==> src/rtl/img_upscaler_nn.sv <==
// Nearest-neighbour upscaler. Each input row is buffered, then replayed with every
// pixel repeated 2^sx times and the whole row repeated 2^sy times.
module img_upscaler_nn #(
  parameter int RSZ_IMG_WIDTH_SIZE  = 32,
  parameter int RSZ_IMG_HEIGHT_SIZE = 32,
  parameter int PXL_PRIM_COLOR_NUM  = 1,
  parameter int PXL_PRIM_COLOR_W    = 8,
  parameter int SCALE_LOG2_MAX      = 5
) (
  input  logic                                          clk,
  input  logic                                          rst,
  input  logic                                          start_i,
  input  logic [$clog2(SCALE_LOG2_MAX+1)-1:0]           scale_x_log2_i,
  input  logic [$clog2(SCALE_LOG2_MAX+1)-1:0]           scale_y_log2_i,
  output logic                                          busy_o,
  output logic                                          done_o,
  input  logic                                          s_valid_i,
  input  logic [PXL_PRIM_COLOR_NUM*PXL_PRIM_COLOR_W-1:0] s_data_i,
  output logic                                          s_ready_o,
  output logic                                          m_valid_o,
  output logic [PXL_PRIM_COLOR_NUM*PXL_PRIM_COLOR_W-1:0] m_data_o,
  output logic                                          m_sof_o,
  output logic                                          m_eol_o,
  output logic                                          m_eof_o,
  input  logic                                          m_ready_i
);

  localparam int W   = RSZ_IMG_WIDTH_SIZE;
  localparam int H   = RSZ_IMG_HEIGHT_SIZE;
  localparam int DW  = PXL_PRIM_COLOR_NUM * PXL_PRIM_COLOR_W;
  localparam int SW  = $clog2(SCALE_LOG2_MAX + 1);
  localparam int CXW = (W > 1) ? $clog2(W) : 1;
  localparam int RYW = (H > 1) ? $clog2(H) : 1;
  localparam int RW  = (SCALE_LOG2_MAX > 0) ? SCALE_LOG2_MAX : 1;

  typedef enum logic [1:0] {IDLE, FILL, EMIT, DONE} state_t;

  state_t state, stateNxt;

  logic [SW-1:0]  sx, sy, sxClamp, syClamp;
  logic [CXW-1:0] colIn, colOut;
  logic [RYW-1:0] rowIn;
  logic [RW-1:0]  repX, repY;
  logic [RW:0]    xSpan, ySpan;
  logic           xLast, yLast, colInLast, colOutLast, rowInLast, blockLast;
  logic           ld, doneR;

  logic [DW-1:0]  lineBuf [W];

  logic           mValid, mSof, mEol, mEof;
  logic [DW-1:0]  mData;

  assign sxClamp = (scale_x_log2_i > SW'(SCALE_LOG2_MAX)) ? SW'(SCALE_LOG2_MAX) : scale_x_log2_i;
  assign syClamp = (scale_y_log2_i > SW'(SCALE_LOG2_MAX)) ? SW'(SCALE_LOG2_MAX) : scale_y_log2_i;

  assign xSpan      = (RW+1)'(1) << sx;
  assign ySpan      = (RW+1)'(1) << sy;
  assign xLast      = ((RW+1)'(repX) == (xSpan - (RW+1)'(1)));
  assign yLast      = ((RW+1)'(repY) == (ySpan - (RW+1)'(1)));
  assign colInLast  = (colIn == CXW'(W - 1));
  assign colOutLast = (colOut == CXW'(W - 1));
  assign rowInLast  = (rowIn == RYW'(H - 1));
  assign blockLast  = xLast && colOutLast && yLast;

  // Output register refills whenever it is empty or its pixel is being taken.
  assign ld = (state == EMIT) && (!mValid || m_ready_i);

  always_ff @(posedge clk) begin
    if (rst) state <= IDLE;
    else     state <= stateNxt;
  end

  always_comb begin
    stateNxt = state;
    unique case (state)
      IDLE: if (start_i) stateNxt = FILL;
      FILL: if (s_valid_i && colInLast) stateNxt = EMIT;
      EMIT: if (ld && blockLast) stateNxt = rowInLast ? DONE : FILL;
      DONE: if (!mValid || m_ready_i) stateNxt = IDLE;
      default: stateNxt = IDLE;
    endcase
  end

  always_ff @(posedge clk) begin
    if (state == FILL && s_valid_i) lineBuf[colIn] <= s_data_i;
  end

  always_ff @(posedge clk) begin
    if (rst) begin
      sx     <= '0;
      sy     <= '0;
      colIn  <= '0;
      colOut <= '0;
      rowIn  <= '0;
      repX   <= '0;
      repY   <= '0;
      doneR  <= 1'b0;
      mValid <= 1'b0;
      mData  <= '0;
      mSof   <= 1'b0;
      mEol   <= 1'b0;
      mEof   <= 1'b0;
    end else begin
      doneR <= 1'b0;
      unique case (state)
        IDLE: begin
          if (start_i) begin
            sx    <= sxClamp;
            sy    <= syClamp;
            rowIn <= '0;
            colIn <= '0;
          end
        end
        FILL: begin
          if (s_valid_i) begin
            if (colInLast) begin
              colIn  <= '0;
              colOut <= '0;
              repX   <= '0;
              repY   <= '0;
            end else begin
              colIn <= colIn + CXW'(1);
            end
          end
        end
        EMIT: begin
          // Odometer: repX innermost, then colOut, then repY, then the input row.
          if (ld) begin
            if (!xLast) begin
              repX <= repX + RW'(1);
            end else begin
              repX <= '0;
              if (!colOutLast) begin
                colOut <= colOut + CXW'(1);
              end else begin
                colOut <= '0;
                if (!yLast) begin
                  repY <= repY + RW'(1);
                end else begin
                  repY <= '0;
                  if (!rowInLast) rowIn <= rowIn + RYW'(1);
                end
              end
            end
          end
        end
        DONE: begin
          if (!mValid || m_ready_i) doneR <= 1'b1;
        end
        default: ;
      endcase

      if (ld) begin
        mValid <= 1'b1;
        mData  <= lineBuf[colOut];
        mSof   <= (rowIn == '0) && (repY == '0) && (colOut == '0) && (repX == '0);
        mEol   <= xLast && colOutLast;
        mEof   <= xLast && colOutLast && yLast && rowInLast;
      end else if (mValid && m_ready_i) begin
        mValid <= 1'b0;
      end
    end
  end

  assign busy_o    = (state != IDLE);
  assign done_o    = doneR;
  assign s_ready_o = (state == FILL);
  assign m_valid_o = mValid;
  assign m_data_o  = mData;
  assign m_sof_o   = mSof;
  assign m_eol_o   = mEol;
  assign m_eof_o   = mEof;

endmodule

==> config.mk <==
export PLATFORM = sky130hd
export DESIGN_NAME = img_upscaler_nn
export DESIGN_NICKNAME = d
export VERILOG_FILES = /design/src/rtl/img_upscaler_nn.sv
export SDC_FILE = /design/constraint.sdc
export NUM_CORES = 1
export LEC_CHECK = 0
export ABC_AREA = 1
export BUFFER_PORTS_ARGS = -buffer_cell sky130_fd_sc_hd__clkbuf_2
export CORE_UTILIZATION = 40
export CTS_BUF_LIST = sky130_fd_sc_hd__clkbuf_8 sky130_fd_sc_hd__clkbuf_16
export CTS_CLUSTER_SIZE = 12
export DETAILED_ROUTE_END_ITERATION = 8
export GPL_TIMING_DRIVEN = 0
export PLACE_DENSITY_LB_ADDON = 0.12
export SKIP_CTS_REPAIR_TIMING = 1
export SLEW_MARGIN = 20
export SYNTH_ARGS = -nofsm -noshare
export SYNTH_HDL_FRONTEND = slang
export SYNTH_SLANG_ARGS = --single-unit
==> constraint.sdc <==
create_clock -name clk -period 3.7 [get_ports clk]
set_input_delay 0.74 -clock clk [delete_from_list [all_inputs] [get_ports clk]]
set_output_delay 0.74 -clock clk [all_outputs]
set_load 0.01 [all_outputs]
== Yosys cells after proc, flatten, opt, wreduce, memory -nomap -nowiden ==
Memories as Yosys holds them, arrays and structs flattened. A register that Yosys moved wholly into a read port is not among the register bits.
Cells that the tools add are included.

* Memories: 1
* Register bits after elaboration: 38
* RAM bits: 256
* Input bits: 19
* Logic and storage cells: 113

{| class="wikitable"
|+ Memory list
! memory !! words !! width !! rd ports !! clocked after Yosys merged registers in !! write ports !! RTL line !! text
|-
| lineBuf || 32 || 8 || 1 || 1 || 1 || 48 || <nowiki>logic [DW-1:0] lineBuf [W];</nowiki>
|}

* $add $sub $neg: 7
* Eq/ne operators: 19
* Reductions and logical operators: 31
* Muxes and demuxes: 37
* Bitwise operators: 1
* $lt $le $gt $ge: 2
* Shift-type cells: 2

{| class="wikitable"
|+ Operator list
! kind !! count
|-
| $mux 5 || 19
|-
| $pmux 5 s2 || 5
|-
| $add 5x1->5 const B || 5
|-
| $logic_not 5->1 || 4
|-
| $ne 2x2->1 const B || 8
|-
| $eq 5x5->1 const B || 3
|-
| $eq 5x6->1 || 2
|-
| $shl 1x3->6 const A || 2
|-
| $sub 6x1->6 const B || 2
|-
| $logic_and 1x1->1 || 11
|-
| $mux 2 || 5
|-
| $reduce_bool 2->1 || 5
|-
| $pmux 2 s4 || 1
|-
| $reduce_and 4->1 || 2
|-
| $reduce_and 7->1 || 1
|-
| $gt 3x3->1 const B || 2
|-
| $mux 3 || 2
|-
| $ne 2x1->1 const B || 3
|-
| $reduce_and 6->1 || 1
|-
| $mux 1 || 5
|-
| $reduce_and 5->1 || 1
|-
| $eq 2x2->1 const B || 2
|-
| $reduce_and 3->1 || 1
|-
| $eq 2x1->1 const B || 1
|-
| 6 further kinds || 6
|}

== Longest topological paths before layout ==
* Word-level depth: 8
* Mapped depth: 16
* Gate-level depth less buffers: 16

== Worst setup path after synthesis ==
No wires, ideal clock.

* Path kind: register -> register
* Start point: reg sx[0]
* End point: reg repY[0]
* Setup slack: 1.829 ns
* Data arrival time: 1.762 ns
* Clock period less this slack: 1.871 ns
* Library setup time: 0.109 ns
* Data required time: 3.591 ns
* Cell stages (with the launch flop): 14
* Cell sequence: dfxtp_1 > nor2_1 > nand2_2 > ha_1 > xor2_1 > nand2_2 > nor2_4 > nand3_4 > nand2_8 > nand3_4 > nand2_4 > nand2_2 > nand2_1 > inv_1

* Cells in the longest elaborated chain, start to end: 5

{| class="wikitable"
|+ Ends and longest elaborated chain
! item !! RTL line !! text
|-
| start: declaration || 40 || <nowiki>logic [SW-1:0] sx, sy, sxClamp, syClamp;</nowiki>
|-
| start signal: assignment || 108 || <nowiki>sx <= sxClamp;</nowiki>
|-
| $shl 1x3->6 || 56 || <nowiki>assign xSpan = (RW+1)'(1) << sx;</nowiki>
|-
| $sub 6x1->6 || 58 || <nowiki>assign xLast = ((RW+1)'(repX) == (xSpan - (RW+1)'(1)));</nowiki>
|-
| $eq 5x6->1 || 58 ||
|-
| $ne 2x2->1 (no source line) || -- ||
|-
| $reduce_and 6->1 (no source line) || -- ||
|-
| end signal: assignment || 138 || <nowiki>repY <= repY + RW'(1);</nowiki>
|-
| end: declaration || 43 || <nowiki>logic [RW-1:0] repX, repY;</nowiki>
|}

No other way between the ends.
A chain may end at the register's enable or synchronous reset.

== Worst setup path after layout ==
* Start point: reg state[0]
* End point: mem lineBuf[2][5] (netlist name), enable pin

* Cells in the longest elaborated chain, start to end: 4

{| class="wikitable"
|+ Ends and longest elaborated chain
! item !! RTL line !! text
|-
| start: declaration || 38 || <nowiki>state_t state, stateNxt;</nowiki>
|-
| start signal: assignment || 70 || <nowiki>else state <= stateNxt;</nowiki>
|-
| $eq 2x1->1 || 85 || <nowiki>if (state == FILL && s_valid_i) lineBuf[colIn] <= s_data_i;</nowiki>
|-
| $logic_and 1x1->1 || 85 ||
|-
| $mux 1 || 85 ||
|-
| $mux 1 (not written as such) || 85 ||
|-
| end: declaration || 48 ||
|}

No other way between the ends.

==> impl_metrics.env <==
export IMPL_cts_tree="built"
export IMPL_grt_usage_pct=21.3
export IMPL_drv_slew=0
export IMPL_min_period_ns=2.46
export IMPL_setup_viol=0
export IMPL_arrival_ns=2.59
export IMPL_postLayoutCellArea_um2=14900
export IMPL_die_area_um2=33600
export IMPL_synth_cells=1249
export IMPL_dp_hpwl_um=23600
export IMPL_cts_made_buffers=35
export IMPL_dpl_instance_area_um2=13800
export IMPL_num_vias=9157
export IMPL_hp_class="flop to flop"
export IMPL_leakage_nw=5.45
export IMPL_synthesis_area_um2=13100
export IMPL_grt_pass1_wl_um=53100
export IMPL_rows=65
export IMPL_clock_sinks=302
export IMPL_drt_initial_drc_count=711
export IMPL_port_buffers=32
export IMPL_ys_seq_elements=302
export IMPL_fin_crit_sh_pct=66.5
export IMPL_grt_pass1_vias=8876
export IMPL_gp_congestion=0.829
export IMPL_antenna_found_initial=0
export IMPL_critPathBufInv=2
export IMPL_die_w_um=183
export IMPL_initial_utilization_pct=41.1
export IMPL_hold_viol=0
export IMPL_fin_worst_skew_ns=0.0225
export IMPL_cp_max_fo=8
export IMPL_ant_nets=0
export IMPL_tightest_slew_ns=0.866
export IMPL_status="completed"
export IMPL_synth_distinct_cells=39
export IMPL_syn_avg_cell_area_um2=10.5
export IMPL_root_buffer="clkbuf_16"
export IMPL_cpPeakStageDelay_ns=0.79
export IMPL_setup_tns_ns=0
export IMPL_clock_latency_ns=0.52
export IMPL_clk_pin_slew_ns=0.06
export IMPL_cp_depth=6
export IMPL_grt_max_degree=33
export IMPL_reg2reg_depth=6
export IMPL_slowest_stage="nor2_1"
export IMPL_drive_gt1_share_pct=12.4
export IMPL_nets=1354
export IMPL_die_h_um=183
export IMPL_slew_headroom_pct=42.1
export IMPL_drtPass1Iterations=7
export IMPL_wire_per_inst_um=19.6
export IMPL_crit_type="flop to flop"
export IMPL_required_ns=3.83
export IMPL_crit_family="simple AND/OR/NAND/NOR gates"
export IMPL_boundaryPins=34
export IMPL_maxCapViolations=0
export IMPL_synth_nets=1285
export IMPL_power_density_nw_per_um2=662
export IMPL_post_route_drc_count=0
export IMPL_cts_buffer_depth=3
export IMPL_routed_via_density=5.16
export IMPL_crit_chain="inv_2, nor2_4, nand2_1, inv_2, nand2_1, nor2_1"
export IMPL_grt_setup_unrepaired="no"
export IMPL_ir_drop_v=0.000451
export IMPL_ys_warn_count=0
export IMPL_start_kind="flop"
export IMPL_cp_end_kind="flop"
export IMPL_ys_seq_area_share_pct=65.5
export IMPL_num_antenna_cells=0
export IMPL_grt_remaining_overflow=0
export IMPL_coreArea_um2=32000
export IMPL_area_delta_synth_final_pct=13.5
export IMPL_fmax_mhz=407
export IMPL_wirelength_um=34800
export IMPL_holdPathStages=2
export IMPL_htree_levels=2
registers in the layout, indices dropped and copies added (netlist names), 2 cells and up:
signal / count
lineBuf: 256
m_data_o: 8
colIn: 5
colOut: 5
repX: 5
repY: 5
rowIn: 5
sx: 3
sy: 3
state: 2
power breakdown:
| part | internal [mW] | switching, mW |
|---|---|---|
| sequential | 3.83 | 0.112 |
| combinational | 0.806 | 1.88 |
| clock | 1.90 | 1.34 |
| total | 6.54 | 3.33 |
worst reg2reg max path: cells and delay by family (launching register included):
kind                   cells  cell delay, ns
buffers and inverters      2            0.22
and+or+nand+nor            4            1.46
DFF                        1            0.39
metrics by stage:
stage	std cells	setup slack [ns]	hold slack (ns)	utilization, %	power [mW]
final	1776	1.24	0.463	46.7	9.87
after global routing	1776	1.12	0.474	46.7	10.4
after CTS	1776	1.23	0.457	46.7	9.96
after detailed placement	1716	1.05	0.457	43.3	6.70
after global placement	1716	1.06	0.459	43.3	6.68
after floorplan	1249	1.83	0.467	-	5.81
path summary, 6_finish.rpt:
check	start	end	slack [ns]
setup reg to reg	state[0]	lineBuf[2][5]	1.24
hold / removal	m_data_o[3]	m_data_o[3]	0.46
setup / recovery	state[0]	lineBuf[2][5]	1.24
hold reg to reg	m_data_o[3]	m_data_o[3]	0.46
synthesized netlist by cell type (all sizes together):
| master | instances | area [um^2] |
|---|---|---|
| edfxtp | 256 | 7690 |
| nor2 | 233 | 922 |
| nand2 | 230 | 932 |
| o21ai | 140 | 712 |
| inv | 84 | 318 |
| nand3 | 63 | 358 |
| a21oi | 50 | 277 |
| dfxtp | 46 | 921 |
| buf | 33 | 199 |
| o22ai | 30 | 188 |
| clkbuf | 21 | 80.1 |
| ha | 17 | 213 |
| nand4 | 15 | 93.8 |
| xor2 | 10 | 95.1 |
| nor3 | 6 | 30.0 |
| a211oi | 4 | 30.0 |
| nand3b | 4 | 30.0 |
| nor3b | 3 | 27.5 |
| nor4 | 2 | 12.5 |
| clkinv | 1 | 3.75 |
| or2 | 1 | 6.26 |
placed cells by master, fill, tap and decap left out, types with 2 or more instances in the layout:
master and instances:
edfxtp_1 256, buf_4 11, a21oi_4 2, nor4_1 2, clkinv_2 4, nand3_1 59
clkinv_1 7, clkbuf_1 20, dfxtp_1 46, nand3b_1 4, nor2_4 3, inv_2 13
clkbuf_2 33, a211oi_1 4, nand2_4 4, nor2_2 10, clkbuf_8 2, o21ai_0 128
a21oi_1 47, nor2_1 220, o21ai_2 3, inv_1 78, nand3_4 3, nand2_1 216
xor2_1 9, ha_1 17, clkbuf_16 35, nor3b_1 2, nor3_1 6, nand2_2 9
bufinv_16 2, buf_2 21, o22ai_1 30, nand4_1 15, o21ai_1 9
logic make-up (layout without fill, tap and decap cells):
logic type / Yosys count / in the layout / share of synthesized area [%]
simple gates: 557 / 557 / 18.4
xor+xnor: 10 / 10 / 0.724
buf+inv: 139 / 231 / 4.57
flops: 302 / 302 / 65.5
compound gates: 224 / 224 / 9.18
fa+ha+maj: 17 / 17 / 1.62
layer usage:
| layer | routed length [um] | GRT usage, % | vias to the layer above | share of wire (%) |
|---|---|---|---|---|
| li1 | - | - | 4449 | - |
| met1 | 15600 | 29.3 | 4393 | 45 |
| met2 | 16000 | 34.2 | 244 | 46 |
| met3 | 1920 | 3.18 | 71 | 5.5 |
| met4 | 1150 | 8.17 | 0 | 3.3 |
| met5 | 0 | 0 | - | 0 |
cell type report:
| type | instances | area, um^2 |
|---|---|---|
| clock buffer | 37 | 903 |
| inverter | 85 | 322 |
| tap | 435 | 544 |
| timing repair buffer | 32 | 160 |
| clock inverter | 23 | 169 |
| fill | 3039 | 17100 |
| multi-input combinational | 808 | 3930 |
| sequential | 302 | 8610 |
| buffer | 54 | 279 |
(Power assumes the default switching activity.)
